## src/rtl/cycle_meter.sv

```systemverilog
// Measures the number of clock cycles between a start pulse and a stop pulse,
// holding each result until the consumer accepts it with a valid/ready handshake.
module cycle_meter #(
  parameter int BIT_WIDTH = 16
) (
  input  logic                 clock,
  input  logic                 reset,
  input  logic                 enable,
  input  logic                 clear,
  input  logic                 start,
  input  logic                 stop,
  output logic [BIT_WIDTH-1:0] elapsed_count,
  output logic                 elapsed_overflow,
  output logic                 elapsed_valid,
  input  logic                 elapsed_ready,
  output logic                 busy
);

  localparam logic [1:0] ST_IDLE     = 2'd0;
  localparam logic [1:0] ST_COUNTING = 2'd1;
  localparam logic [1:0] ST_HOLD     = 2'd2;

  localparam logic [BIT_WIDTH-1:0] COUNT_MAX = {BIT_WIDTH{1'b1}};
  localparam logic [BIT_WIDTH-1:0] COUNT_ONE = {{(BIT_WIDTH-1){1'b0}}, 1'b1};

  logic [1:0]           state_reg, state_next;
  logic [BIT_WIDTH-1:0] counter_reg, counter_next;
  logic                 overflow_reg, overflow_next;
  logic [BIT_WIDTH-1:0] elapsed_count_reg, elapsed_count_next;
  logic                 elapsed_overflow_reg, elapsed_overflow_next;
  logic                 elapsed_valid_reg, elapsed_valid_next;
  logic                 busy_reg, busy_next;

  always_comb begin
    state_next            = state_reg;
    counter_next          = counter_reg;
    overflow_next         = overflow_reg;
    elapsed_count_next    = elapsed_count_reg;
    elapsed_overflow_next = elapsed_overflow_reg;
    elapsed_valid_next    = elapsed_valid_reg;
    busy_next             = busy_reg;

    if (clear) begin
      // Abort keeps the last delivered result visible.
      state_next         = ST_IDLE;
      counter_next       = '0;
      overflow_next      = 1'b0;
      elapsed_valid_next = 1'b0;
      busy_next          = 1'b0;
    end else begin
      case (state_reg)
        ST_IDLE: begin
          if (enable && start) begin
            state_next    = ST_COUNTING;
            counter_next  = COUNT_ONE;
            overflow_next = 1'b0;
            busy_next     = 1'b1;
          end
        end

        ST_COUNTING: begin
          if (enable) begin
            if (stop) begin
              // Stop wins over a coincident start.
              state_next            = ST_HOLD;
              elapsed_count_next    = counter_reg;
              elapsed_overflow_next = overflow_reg;
              elapsed_valid_next    = 1'b1;
              busy_next             = 1'b0;
            end else if (start) begin
              counter_next  = COUNT_ONE;
              overflow_next = 1'b0;
            end else if (counter_reg == COUNT_MAX) begin
              overflow_next = 1'b1;
            end else begin
              counter_next = counter_reg + COUNT_ONE;
            end
          end
        end

        ST_HOLD: begin
          if (elapsed_valid_reg && elapsed_ready) begin
            elapsed_valid_next = 1'b0;
            // A start on the accepting edge opens the next measurement directly.
            if (enable && start) begin
              state_next    = ST_COUNTING;
              counter_next  = COUNT_ONE;
              overflow_next = 1'b0;
              busy_next     = 1'b1;
            end else begin
              state_next = ST_IDLE;
            end
          end
        end

        default: begin
          state_next         = ST_IDLE;
          counter_next       = '0;
          overflow_next      = 1'b0;
          elapsed_valid_next = 1'b0;
          busy_next          = 1'b0;
        end
      endcase
    end
  end

  always_ff @(posedge clock or posedge reset) begin
    if (reset) begin
      state_reg            <= ST_IDLE;
      counter_reg          <= '0;
      overflow_reg         <= 1'b0;
      elapsed_count_reg    <= '0;
      elapsed_overflow_reg <= 1'b0;
      elapsed_valid_reg    <= 1'b0;
      busy_reg             <= 1'b0;
    end else begin
      state_reg            <= state_next;
      counter_reg          <= counter_next;
      overflow_reg         <= overflow_next;
      elapsed_count_reg    <= elapsed_count_next;
      elapsed_overflow_reg <= elapsed_overflow_next;
      elapsed_valid_reg    <= elapsed_valid_next;
      busy_reg             <= busy_next;
    end
  end

  assign elapsed_count    = elapsed_count_reg;
  assign elapsed_overflow = elapsed_overflow_reg;
  assign elapsed_valid    = elapsed_valid_reg;
  assign busy             = busy_reg;

endmodule
```

## config.mk

```make
export PLATFORM = sky130hd
export DESIGN_NAME = cycle_meter
export DESIGN_NICKNAME = d
export VERILOG_FILES = /design/src/rtl/cycle_meter.sv
export SDC_FILE = /design/constraint.sdc
export NUM_CORES = 1
export LEC_CHECK = 0
export CAP_MARGIN = 20
export CORE_AREA = 2 2 63 65
export DETAILED_ROUTE_END_ITERATION = 10
export DIE_AREA = 0 0 65 67
export PLACE_DENSITY = 0.81
export RECOVER_POWER = 100
export SYNTH_ARGS = -nofsm -noshare
export SYNTH_HDL_FRONTEND = slang
export SYNTH_SLANG_ARGS = --single-unit
```

## constraint.sdc

```tcl
create_clock -name clock -period 2.41 [get_ports clock]
set_input_delay 0.482 -clock clock [delete_from_list [all_inputs] [get_ports clock]]
set_output_delay 0.482 -clock clock [all_outputs]
set_load 0.02 [all_outputs]
```

==> impl_metrics.ini <==
[yosys]
ys.flop_type = dfrtp_1
netlist_top_cells_area = dfrtp_1, mux2_2, or3_2, nand2_1, a21oi_1
synth_cells = 164
yosys_warnings = 0
synth.distinct_cells = 48
synth.largest_area_cell = dfrtp_1
async_flop_share_pct = 100
yosys.area.top_type_share_pct = 50.4
ys_seq_elements = 38
synth_edf_count = 0
synth_area_mm2 = 0.00189
seq_area_frac_synth_pct = 50.4
synthTopCellsByCount = dfrtp_1, mux2_2, nand2_1
synthesis.nets = 172
synth_area_per_cell_um2 = 11.5
synth.most_common_cell = dfrtp_1

[placement]
portBuffers = 25
pre_cts_slack_ns = -0.333
placed_area_mm2 = 0.00231
dp_hpwl_um = 2800
gp_congestion = 0.860

[cts]
path_clk_slew_ns = 0.08
clk_latency_ns = 0.30
cts_buffers = 5
cts_tree = built
h-tree-depth = 2
clk_path_buf_depth = 2
cts_sinks = 38
cts_root_buffer = clkbuf_8

[cells_and_area]
postLayoutCoreUtil_pct = 69.3
nets = 221
n_antenna_cell = 0
ff_latch_area_um2 = 951
area_growth_pct = 32.4
final_area_mm2 = 0.00250
fill_cells = 263
multi_input_area_um2 = 872
drive_gt1_share_pct = 35.0

[sta]
skew_ns = 0.0115
layout_setup_ws_ns = 0.0672
min_period_ns = 2.34
worst_slew_pin_slew_ns = 0.917
drv_slew = 0
finalSetupViolCount = 0
max_freq_mhz = 427
finalCritPeriodShare_pct = 97.2
relSlewSlack_pct = 38.9
hold_viol = 0
rsz0062_at_grt = no

[flow_run]
drv_cap = 0

[setup_path]
path_class = flop to flop
cp_max_fo = 6
cp_slowest_cell = or4_4
crit_path_max_incr_delay_ns = 0.58
cp.required_ns = 2.65
arrival_ns = 2.58
critPathCaptureType = flop
crit_path_cell_trace = or4b_4 -> or4_4 -> o211ai_4 -> clkbuf_2 -> o21ai_2 -> a21oi_2
cp-start-kind = flop

[detailed_routing]
via_per_inst = 5.77
drt-initial-drc-count = 144
drcViolationCount = 0
drt-total-wl_um = 4300
ant_nets = 0
num_vias = 1512
routedWlPerCell_um = 16.4
firstDrtPassIters = 4

[die]
core_mm2 = 0.00361
start_util_pct = 52.4
die_x_um = 65
die_area_mm2 = 0.00436
row_count = 22
ios = 26
die_h_um = 67

[global_route]
antenna_found_initial = 0
grt_pass1_wl_um = 6800
first_global_vias = 1489
overflow = 0
grt_max_degree = 39
grt_util_all_layers_pct = 21.0

[power]
ir_drop_uv = 538
leakagePower_uw = 0.00114
p_per_area_mw_per_mm2 = 599

[run_status]
status = complete, no violations

[min_path]
hold_path.class = flop to flop
==> layout by cell type, fill, tap and decap left out, types with 3 or more instances in the layout <==
master	n
nand4_1	3
o31ai_1	3
mux2_2	17
nor2b_1	3
nand3_1	5
clkbuf_1	3
clkbuf_8	6
inv_1	4
o21ai_2	5
o21ai_0	6
buf_4	14
nor2_1	3
a21oi_1	12
or3_2	7
dfrtp_1	38
nand2_1	13
dlygate4sd3_1	21
or4_2	3
==> metrics by stage <==
step	total power [µW]	instances	setup TNS (ns)	hold WS, ns
CTS	1490	259	0	0.493
floorplan	755	164	0	0.444
global route	1550	262	0	0.522
finish	1500	262	0	0.492
detailed placement	815	251	-4.11	0.476
global placement	810	251	-2.90	0.489
==> cell type report <==
class	instances	share of cell area, %
clock buffers	6	3.30
clock inverters	2	2.40
inverters	4	0.601
multi-input cells	116	34.9
flip-flops and latches	38	38.0
well taps	48	2.40
repair buffers	48	18.4
==> worst paths after layout <==
check,from,slack [ns],depth (start not counted),end
worst max-delay path,state_reg[1]$_DFFE_PP0P_,0.07,6,counter_reg[4]$_DFFE_PP0P_
min in group asynchronous,reset,0.89,3,counter_reg[2]$_DFFE_PP0P_
worst min-delay path,overflow_reg$_DFFE_PP0P_,0.49,2,overflow_reg$_DFFE_PP0P_
worst max register to register,state_reg[1]$_DFFE_PP0P_,0.07,6,counter_reg[4]$_DFFE_PP0P_
max in group asynchronous,reset,0.95,3,elapsed_count[2]$_DFFE_PP0P_
worst min register to register,overflow_reg$_DFFE_PP0P_,0.49,2,overflow_reg$_DFFE_PP0P_
==> power breakdown <==
| group | internal (µW) | leakage [µW] | switching [µW] | total (µW) |
|---|---|---|---|---|
| Combinational | 76.3 | 0.000544 | 87.3 | 164 |
| Sequential | 649 | 0.000527 | 6.46 | 656 |
| Clock | 442 | 0.0000714 | 238 | 679 |
==> critical path: cells and delay by family, from the launching register on <==
family | cells | cell delay [ns]
AOI/OAI and AO/OA | 3 | 0.52
buffers and inverters | 1 | 0.25
DFF | 1 | 0.39
and+or+nand+nor | 2 | 1.12
==> what timing repair did <==
item	CTS	global route
cloned	0	3
hold buffers	0	0
pin swaps	0	3
endpoints found under the setup margin	1	9
gates resized for setup	1	4
buffers inserted	0	0
==> routing by layer <==
| layer | up-vias | global-route usage (%) | routed length, µm |
|---|---|---|---|
| met2 | 39 | 35.2 | 2200 |
| met4 | 0 | 10.1 | 97 |
| met5 | - | 0 | 0 |
| li1 | 717 | - | - |
| met1 | 746 | 24.9 | 1820 |
| met3 | 10 | 5.74 | 175 |
==> cell families after synthesis <==
group / Yosys count / synth area share [%]
fa+ha+maj: 1 / 0.663
xor+xnor: 1 / 0.464
compound gates: 41 / 15.9
flops: 38 / 50.4
mux: 18 / 10.7
buf+inv: 10 / 3.51
simple gates: 55 / 18.4
Power figures use the tool's default switching activity.
